File: src/rtl/id_ex_issue_if.sv
// id_ex_issue_if: decode-side request, EX/MEM forwarding sources, pipeline
// control and the registered execute-side response of the ID/EX issue register.
//   master : driver of decode/forwarding/control, consumer of outputs
//   slave  : the issue register itself
interface id_ex_issue_if #(
  parameter int DATA_W   = 32,
  parameter int RADDR_W  = 5,
  parameter int ALUOP_W  = 8,
  parameter int ALUSEL_W = 3
);
  // decode request
  logic                id_valid_i;
  logic [ALUOP_W-1:0]  id_aluop_i;
  logic [ALUSEL_W-1:0] id_alusel_i;
  logic                id_re1_i, id_re2_i;
  logic [RADDR_W-1:0]  id_raddr1_i, id_raddr2_i;
  logic                id_use_imm_i;
  logic [DATA_W-1:0]   id_imm_i;
  logic [RADDR_W-1:0]  id_wd_i;
  logic                id_wreg_i;
  logic [DATA_W-1:0]   rf_rdata1_i, rf_rdata2_i;
  // forwarding sources
  logic [RADDR_W-1:0]  ex_wd_i, mem_wd_i;
  logic                ex_wreg_i, mem_wreg_i, ex_load_i;
  logic [DATA_W-1:0]   ex_wdata_i, mem_wdata_i;
  // pipeline control
  logic                stall_i, flush_i;
  // response
  logic                id_ready_o;
  logic                valid_o;
  logic [ALUOP_W-1:0]  aluop_o;
  logic [ALUSEL_W-1:0] alusel_o;
  logic [DATA_W-1:0]   reg1_o, reg2_o;
  logic [RADDR_W-1:0]  wd_o;
  logic                wreg_o;
  logic [15:0]         hazard_cnt_o;

  modport master (
    output id_valid_i, id_aluop_i, id_alusel_i, id_re1_i, id_re2_i,
           id_raddr1_i, id_raddr2_i, id_use_imm_i, id_imm_i, id_wd_i, id_wreg_i,
           rf_rdata1_i, rf_rdata2_i, ex_wd_i, ex_wreg_i, ex_wdata_i, ex_load_i,
           mem_wd_i, mem_wreg_i, mem_wdata_i, stall_i, flush_i,
    input  id_ready_o, valid_o, aluop_o, alusel_o, reg1_o, reg2_o, wd_o,
           wreg_o, hazard_cnt_o
  );

  modport slave (
    input  id_valid_i, id_aluop_i, id_alusel_i, id_re1_i, id_re2_i,
           id_raddr1_i, id_raddr2_i, id_use_imm_i, id_imm_i, id_wd_i, id_wreg_i,
           rf_rdata1_i, rf_rdata2_i, ex_wd_i, ex_wreg_i, ex_wdata_i, ex_load_i,
           mem_wd_i, mem_wreg_i, mem_wdata_i, stall_i, flush_i,
    output id_ready_o, valid_o, aluop_o, alusel_o, reg1_o, reg2_o, wd_o,
           wreg_o, hazard_cnt_o
  );
endinterface

File: src/rtl/id_ex_issue.sv
// id_ex_issue: ID/EX issue register. Resolves both source operands (immediate,
// $0, EX forward, MEM forward, register file), detects load-use hazards,
// and registers the ALU fields for the execute stage.
//   clk  : rising-edge clock
//   rst  : async active-low reset
//   bus  : id_ex_issue_if.slave (decode request, forwarding, stall/flush, outputs)

// Per-port operand resolver. Also flags a raw dependency on the EX destination
// for load-use detection (gated with load/valid at the top).
module id_ex_fwd #(
  parameter int DATA_W  = 32,
  parameter int RADDR_W = 5
) (
  input  logic               re,
  input  logic [RADDR_W-1:0] raddr,
  input  logic [DATA_W-1:0]  rf,
  input  logic               sel_imm,
  input  logic [DATA_W-1:0]  imm,
  input  logic               ex_wreg,
  input  logic [RADDR_W-1:0] ex_wd,
  input  logic [DATA_W-1:0]  ex_wdata,
  input  logic               mem_wreg,
  input  logic [RADDR_W-1:0] mem_wd,
  input  logic [DATA_W-1:0]  mem_wdata,
  output logic [DATA_W-1:0]  opnd,
  output logic               ex_dep
);
  always_comb begin
    opnd = '0;
    if (sel_imm)                          opnd = imm;
    else if (!re || raddr == '0)          opnd = '0;
    else if (ex_wreg && ex_wd == raddr)   opnd = ex_wdata;   // youngest producer first
    else if (mem_wreg && mem_wd == raddr) opnd = mem_wdata;
    else                                  opnd = rf;
  end

  assign ex_dep = re && !sel_imm && (raddr == ex_wd);
endmodule

module id_ex_issue #(
  parameter int DATA_W   = 32,
  parameter int RADDR_W  = 5,
  parameter int ALUOP_W  = 8,
  parameter int ALUSEL_W = 3
) (
  input  logic         clk,
  input  logic         rst,
  id_ex_issue_if.slave bus
);
  localparam int NPORT = 2;

  logic [NPORT-1:0]              re, sel_imm, ex_dep;
  logic [NPORT-1:0][RADDR_W-1:0] raddr;
  logic [NPORT-1:0][DATA_W-1:0]  rf, imm, opnd;
  logic                          hazard;

  assign re      = {bus.id_re2_i, bus.id_re1_i};
  assign raddr   = {bus.id_raddr2_i, bus.id_raddr1_i};
  assign rf      = {bus.rf_rdata2_i, bus.rf_rdata1_i};
  assign sel_imm = {bus.id_use_imm_i, 1'b0};        // only port 2 takes the immediate
  assign imm     = {bus.id_imm_i, {DATA_W{1'b0}}};

  genvar p;
  generate
    for (p = 0; p < NPORT; p++) begin : g_port
      id_ex_fwd #(.DATA_W(DATA_W), .RADDR_W(RADDR_W)) u_fwd (
        .re(re[p]), .raddr(raddr[p]), .rf(rf[p]),
        .sel_imm(sel_imm[p]), .imm(imm[p]),
        .ex_wreg(bus.ex_wreg_i), .ex_wd(bus.ex_wd_i), .ex_wdata(bus.ex_wdata_i),
        .mem_wreg(bus.mem_wreg_i), .mem_wd(bus.mem_wd_i), .mem_wdata(bus.mem_wdata_i),
        .opnd(opnd[p]), .ex_dep(ex_dep[p])
      );
    end
  endgenerate

  // Load in EX has no data yet: one bubble, then it forwards from MEM.
  assign hazard = bus.id_valid_i && bus.ex_load_i && bus.ex_wreg_i &&
                  (bus.ex_wd_i != '0) && (|ex_dep);

  assign bus.id_ready_o = bus.flush_i || (!bus.stall_i && !hazard);

  always_ff @(posedge clk or negedge rst) begin
    if (!rst) begin
      bus.valid_o      <= 1'b0;
      bus.aluop_o      <= '0;
      bus.alusel_o     <= '0;
      bus.reg1_o       <= '0;
      bus.reg2_o       <= '0;
      bus.wd_o         <= '0;
      bus.wreg_o       <= 1'b0;
      bus.hazard_cnt_o <= '0;
    end else if (bus.flush_i || (!bus.stall_i && (hazard || !bus.id_valid_i))) begin
      // bubble; stall holds everything so only the hazard path counts
      bus.valid_o  <= 1'b0;
      bus.aluop_o  <= '0;
      bus.alusel_o <= '0;
      bus.reg1_o   <= '0;
      bus.reg2_o   <= '0;
      bus.wd_o     <= '0;
      bus.wreg_o   <= 1'b0;
      if (!bus.flush_i && hazard && bus.hazard_cnt_o != 16'hFFFF)
        bus.hazard_cnt_o <= bus.hazard_cnt_o + 16'd1;
    end else if (!bus.stall_i) begin
      bus.valid_o  <= 1'b1;
      bus.aluop_o  <= bus.id_aluop_i;
      bus.alusel_o <= bus.id_alusel_i;
      bus.reg1_o   <= opnd[0];
      bus.reg2_o   <= opnd[1];
      bus.wd_o     <= bus.id_wd_i;
      bus.wreg_o   <= bus.id_wreg_i;
    end
  end
endmodule

File: src/flat_wrapper.sv
// flat-port wrapper written by rule: the top's interface ports become plain ports
module id_ex_issue_flat 
#(
  parameter int DATA_W   = 32,
  parameter int RADDR_W  = 5,
  parameter int ALUOP_W  = 8,
  parameter int ALUSEL_W = 3
)
  (clk, rst, bus_id_valid_i, bus_id_aluop_i, bus_id_alusel_i, bus_id_re1_i, bus_id_re2_i, bus_id_raddr1_i, bus_id_raddr2_i, bus_id_use_imm_i, bus_id_imm_i, bus_id_wd_i, bus_id_wreg_i, bus_rf_rdata1_i, bus_rf_rdata2_i, bus_ex_wd_i, bus_ex_wreg_i, bus_ex_wdata_i, bus_ex_load_i, bus_mem_wd_i, bus_mem_wreg_i, bus_mem_wdata_i, bus_stall_i, bus_flush_i, bus_id_ready_o, bus_valid_o, bus_aluop_o, bus_alusel_o, bus_reg1_o, bus_reg2_o, bus_wd_o, bus_wreg_o, bus_hazard_cnt_o);
  id_ex_issue_if #(.DATA_W(DATA_W), .RADDR_W(RADDR_W), .ALUOP_W(ALUOP_W), .ALUSEL_W(ALUSEL_W)) bus_i ();
  input  logic clk;
  input  logic rst;
  input wire logic [$bits(bus_i.id_valid_i)-1:0] bus_id_valid_i;
  input wire logic [$bits(bus_i.id_aluop_i)-1:0] bus_id_aluop_i;
  input wire logic [$bits(bus_i.id_alusel_i)-1:0] bus_id_alusel_i;
  input wire logic [$bits(bus_i.id_re1_i)-1:0] bus_id_re1_i;
  input wire logic [$bits(bus_i.id_re2_i)-1:0] bus_id_re2_i;
  input wire logic [$bits(bus_i.id_raddr1_i)-1:0] bus_id_raddr1_i;
  input wire logic [$bits(bus_i.id_raddr2_i)-1:0] bus_id_raddr2_i;
  input wire logic [$bits(bus_i.id_use_imm_i)-1:0] bus_id_use_imm_i;
  input wire logic [$bits(bus_i.id_imm_i)-1:0] bus_id_imm_i;
  input wire logic [$bits(bus_i.id_wd_i)-1:0] bus_id_wd_i;
  input wire logic [$bits(bus_i.id_wreg_i)-1:0] bus_id_wreg_i;
  input wire logic [$bits(bus_i.rf_rdata1_i)-1:0] bus_rf_rdata1_i;
  input wire logic [$bits(bus_i.rf_rdata2_i)-1:0] bus_rf_rdata2_i;
  input wire logic [$bits(bus_i.ex_wd_i)-1:0] bus_ex_wd_i;
  input wire logic [$bits(bus_i.ex_wreg_i)-1:0] bus_ex_wreg_i;
  input wire logic [$bits(bus_i.ex_wdata_i)-1:0] bus_ex_wdata_i;
  input wire logic [$bits(bus_i.ex_load_i)-1:0] bus_ex_load_i;
  input wire logic [$bits(bus_i.mem_wd_i)-1:0] bus_mem_wd_i;
  input wire logic [$bits(bus_i.mem_wreg_i)-1:0] bus_mem_wreg_i;
  input wire logic [$bits(bus_i.mem_wdata_i)-1:0] bus_mem_wdata_i;
  input wire logic [$bits(bus_i.stall_i)-1:0] bus_stall_i;
  input wire logic [$bits(bus_i.flush_i)-1:0] bus_flush_i;
  output wire logic [$bits(bus_i.id_ready_o)-1:0] bus_id_ready_o;
  output wire logic [$bits(bus_i.valid_o)-1:0] bus_valid_o;
  output wire logic [$bits(bus_i.aluop_o)-1:0] bus_aluop_o;
  output wire logic [$bits(bus_i.alusel_o)-1:0] bus_alusel_o;
  output wire logic [$bits(bus_i.reg1_o)-1:0] bus_reg1_o;
  output wire logic [$bits(bus_i.reg2_o)-1:0] bus_reg2_o;
  output wire logic [$bits(bus_i.wd_o)-1:0] bus_wd_o;
  output wire logic [$bits(bus_i.wreg_o)-1:0] bus_wreg_o;
  output wire logic [$bits(bus_i.hazard_cnt_o)-1:0] bus_hazard_cnt_o;
  assign bus_i.id_valid_i = bus_id_valid_i;
  assign bus_i.id_aluop_i = bus_id_aluop_i;
  assign bus_i.id_alusel_i = bus_id_alusel_i;
  assign bus_i.id_re1_i = bus_id_re1_i;
  assign bus_i.id_re2_i = bus_id_re2_i;
  assign bus_i.id_raddr1_i = bus_id_raddr1_i;
  assign bus_i.id_raddr2_i = bus_id_raddr2_i;
  assign bus_i.id_use_imm_i = bus_id_use_imm_i;
  assign bus_i.id_imm_i = bus_id_imm_i;
  assign bus_i.id_wd_i = bus_id_wd_i;
  assign bus_i.id_wreg_i = bus_id_wreg_i;
  assign bus_i.rf_rdata1_i = bus_rf_rdata1_i;
  assign bus_i.rf_rdata2_i = bus_rf_rdata2_i;
  assign bus_i.ex_wd_i = bus_ex_wd_i;
  assign bus_i.ex_wreg_i = bus_ex_wreg_i;
  assign bus_i.ex_wdata_i = bus_ex_wdata_i;
  assign bus_i.ex_load_i = bus_ex_load_i;
  assign bus_i.mem_wd_i = bus_mem_wd_i;
  assign bus_i.mem_wreg_i = bus_mem_wreg_i;
  assign bus_i.mem_wdata_i = bus_mem_wdata_i;
  assign bus_i.stall_i = bus_stall_i;
  assign bus_i.flush_i = bus_flush_i;
  assign bus_id_ready_o = bus_i.id_ready_o;
  assign bus_valid_o = bus_i.valid_o;
  assign bus_aluop_o = bus_i.aluop_o;
  assign bus_alusel_o = bus_i.alusel_o;
  assign bus_reg1_o = bus_i.reg1_o;
  assign bus_reg2_o = bus_i.reg2_o;
  assign bus_wd_o = bus_i.wd_o;
  assign bus_wreg_o = bus_i.wreg_o;
  assign bus_hazard_cnt_o = bus_i.hazard_cnt_o;
  id_ex_issue #(.DATA_W(DATA_W), .RADDR_W(RADDR_W), .ALUOP_W(ALUOP_W), .ALUSEL_W(ALUSEL_W)) u_core (.clk(clk), .rst(rst), .bus(bus_i));
endmodule
File: config.mk
export PLATFORM = sky130hd
export DESIGN_NAME = id_ex_issue_flat
export DESIGN_NICKNAME = d
export VERILOG_FILES = /design/src/rtl/id_ex_issue_if.sv /design/src/rtl/id_ex_issue.sv /design/src/flat_wrapper.sv
export SDC_FILE = /design/constraint.sdc
export NUM_CORES = 1
export LEC_CHECK = 0
export ABC_AREA = 1
export CORE_ASPECT_RATIO = 0.5
export CORE_MARGIN = 4
export CORE_UTILIZATION = 39
export DETAILED_ROUTE_END_ITERATION = 8
export PLACE_DENSITY_LB_ADDON = 0.15
export RECOVER_POWER = 100
export SLEW_MARGIN = 10
export SYNTH_ARGS = -nofsm -noshare
export SYNTH_HDL_FRONTEND = slang
export SYNTH_SLANG_ARGS = --single-unit
File: constraint.sdc
create_clock -name clk -period 1.7 [get_ports clk]
set_input_delay 0.17 -clock clk [delete_from_list [all_inputs] [get_ports clk]]
set_output_delay 0.17 -clock clk [all_outputs]
set_load 0.05 [all_outputs]
==> results.cfg <==
[status]
status = finished clean

[yosys]
muxShareOfSynthArea_pct = 0
syn_area_per_cell_um2 = 6.28
synthCells = 1117
yosysWarnings = 0
yosysSeqAreaShare_pct = 35.0
synth_seq_cells = 98
synth_adder_area_share_pct = 0.178
ys.flop_type = dfrtp_1
synth-simple-area-share_pct = 43.0
ys_types = 30
syn_area_um2 = 7010
yosys.area_share.xor_xnor_pct = 2.12
async_flop_share_pct = 100
synth_top_family_by_area = simple AND/OR/NAND/NOR gates
synth_edf_count = 0
mappedNetlistNets = 1326
synth-compound-area-share_pct = 7.60

[setup_path]
crit_path_end_kind = output port
crit_required_ns = 1.53
r2r-start = u_core.bus.hazard_cnt_o[1]$_DFFE_PN0P_
arrival_ns = 1.51
ff2ff_setup_slack_ns = 0.09
max_stage_delay_ns = 0.80
reg2regPathDepth = 10
timing.rr.end = u_core.bus.hazard_cnt_o[1]$_DFFE_PN0P_
worst_setup_path_startpoint = u_core.bus.reg1_o[10]$_DFFE_PN0P_
path_class = flip-flop to output port
path_depth = 1
critical-path-top-delay-family = buffers and inverters
endpoint = bus_reg1_o[10]
critPathBufInv = 1
crit_path_top_delay_cell = clkdlybuf4s50_1
cp-start-kind = flip-flop
crit_fanout = 2
cp_cell_sequence = clkdlybuf4s50_1

[placement]
dpl_worst_slack_ns = -0.474
gp_congestion = 0.942
hpwl_um = 23000
io_buffers = 306
place_area_um2 = 10800

[route]
post_drt_wl_per_cell_um = 17.2
avgViaCountPerCell = 5.15
num_vias = 8695
first_iter_violations = 681
antenna_left = 0
drc_errors = 0
routed_wirelength_um = 29000
dr.pass1.iters = 6

[min_path]
hold_path.class = input pin to flip-flop

[layout]
final_nets = 1658
area_growth_pct = 54.5
fin_util_pct = 62.0
layout_commonest_cell = nand2_1
fillerInstances = 1719
final_cell_area_um2 = 10800
drive_gt1_share_pct = 10.3
final_cell_mix = nand2_1, clkdlybuf4s50_1, inv_1, nand4_1

[clocking]
cts_sinks = 98
clk_pin_slew_ns = 0.08
clk-insertion-delay-late_ns = 0.35
cts_root_buf = clkbuf_16
cts_tree = yes
cts_buffers = 9
cts_max_level = 3
cts_buffer_depth = 2

[sta]
maxSlewViolCount = 0
relSlewSlack_pct = 41.7
setup_viol = 0
skew_ns = 0.00556
holdWs_ns = 0.338
period_needed_ns = 1.68
worst_slew_pin_slew_ns = 0.875
fmaxAchievable_mhz = 597
hold_violations = 0
setup_slack_ns = 0.0243
fin_crit_sh_pct = 98.6

[global_route]
grt_usage_pct = 27.8
grt_pass1_vias = 8433
grt_max_degree = 49
grt_pass1_wl_um = 44500
overflow = 0
antenna_found_initial = 2

[floorplan]
die_y_um = 103
core_area_um2 = 17500
dieArea_um2 = 20300
die_x_um = 198
start_util_pct = 40.1
num_rows = 34
ioPinCount = 307

[power]
power_density_nw_per_um2 = 605
ir_drop_uv = 409
power.leakage_nw = 5.86
power_mw = 6.55

[flow_run]
max-cap-violations = 0
==> repair_timing <==
action	4_1_cts	5_1_grt
setup endpoints to repair	58	40
hold buffers	1	0
endpoints found under the hold margin	28	0
gates resized for setup	43	24
pin swaps	7	5
cloned	0	0
buffers inserted	3	5
==> synthesized netlist by cell type, drive strengths merged (2+ instances only) <==
cell,count,area (um^2)
nand2,463,1750
inv,143,537
nand4,104,657
dfrtp,98,2450
nand3,93,478
o21ai,70,350
clkbuf,57,214
nor2,19,78.8
buf,18,98.8
o21bai,16,120
xor2,15,131
nor3,5,25.0
a21oi,4,31.3
o22ai,4,25.0
nor4,3,18.8
xnor2,2,17.5
==> how the worst min path moves through the flow <==
stage | slack (ns) | endpoint | cells after the start | start
floorplan | -0.13 | u_core.bus.aluop_o[0]$_DFFE_PN0P_ | 0 | rst
global route | 0.35 | u_core.bus.aluop_o[5]$_DFFE_PN0P_ | 3 | bus_id_aluop_i[5]
detailed placement | 0.15 | u_core.bus.reg2_o[1]$_DFFE_PN0P_ | 1 | rst
finish | 0.34 | u_core.bus.wd_o[4]$_DFFE_PN0P_ | 3 | bus_id_wd_i[4]
CTS | 0.31 | u_core.bus.hazard_cnt_o[1]$_DFFE_PN0P_ | 2 | rst
global placement | 0.15 | u_core.bus.reg2_o[1]$_DFFE_PN0P_ | 1 | rst
==> stage by stage <==
step / setup TNS (ns) / std cells
floorplan: -0.502 / 1117
global placement: -29.72 / 1663
detailed placement: -35.19 / 1663
CTS: -0.0313 / 1683
global route: -0.00322 / 1689
finish: 0 / 1689
==> power by group <==
part           switching (mW)  internal (mW)  total, mW
sequential             0.0398           2.39       2.43
clock                    1.05           1.22       2.26
combinational            1.06          0.804       1.86
==> kinds of logic (layout without fill, tap and decap cells) <==
family,count (synthesis),in the layout
AO/OA/AOI/OAI,95,95
XOR/XNOR,17,17
adder cells (fa/ha/maj),1,1
buffers and inverters,218,555
flip-flops,98,98
other,0,1
AND/OR/NAND/NOR,688,688
==> flip-flops by register name (all words and copies together), names as in the netlist <==
signal / cells
u_core.bus.reg2_o: 32
u_core.bus.wreg_o: 1
u_core.bus.wd_o: 5
u_core.bus.reg1_o: 32
u_core.bus.alusel_o: 3
u_core.bus.valid_o: 1
u_core.bus.aluop_o: 8
u_core.bus.hazard_cnt_o: 16
==> area by class of cell <==
| cell class | count | area (um^2) | share of cell area (%) |
|---|---|---|---|
| Sequential cell | 98 | 2460 | 22.7 |
| Multi-Input combinational cell | 801 | 3820 | 35.3 |
| Clock buffer | 10 | 239 | 2.21 |
| Inverter | 143 | 539 | 4.98 |
| Timing Repair Buffer | 396 | 3390 | 31.3 |
| Antenna cell | 1 | 2.50 | 0.0231 |
| Clock inverter | 6 | 82.6 | 0.762 |
| Tap cell | 234 | 293 | 2.70 |
==> per-layer routing <==
layer | up-vias | track usage (%) | wire (um)
met2 | 422 | 47.5 | 13800
li1 | 4235 | - | -
met3 | 52 | 5.55 | 2400
met1 | 3984 | 36.9 | 12200
met4 | 2 | 6.66 | 628
met5 | - | 0 | 8
(Power assumes the default switching activity.)
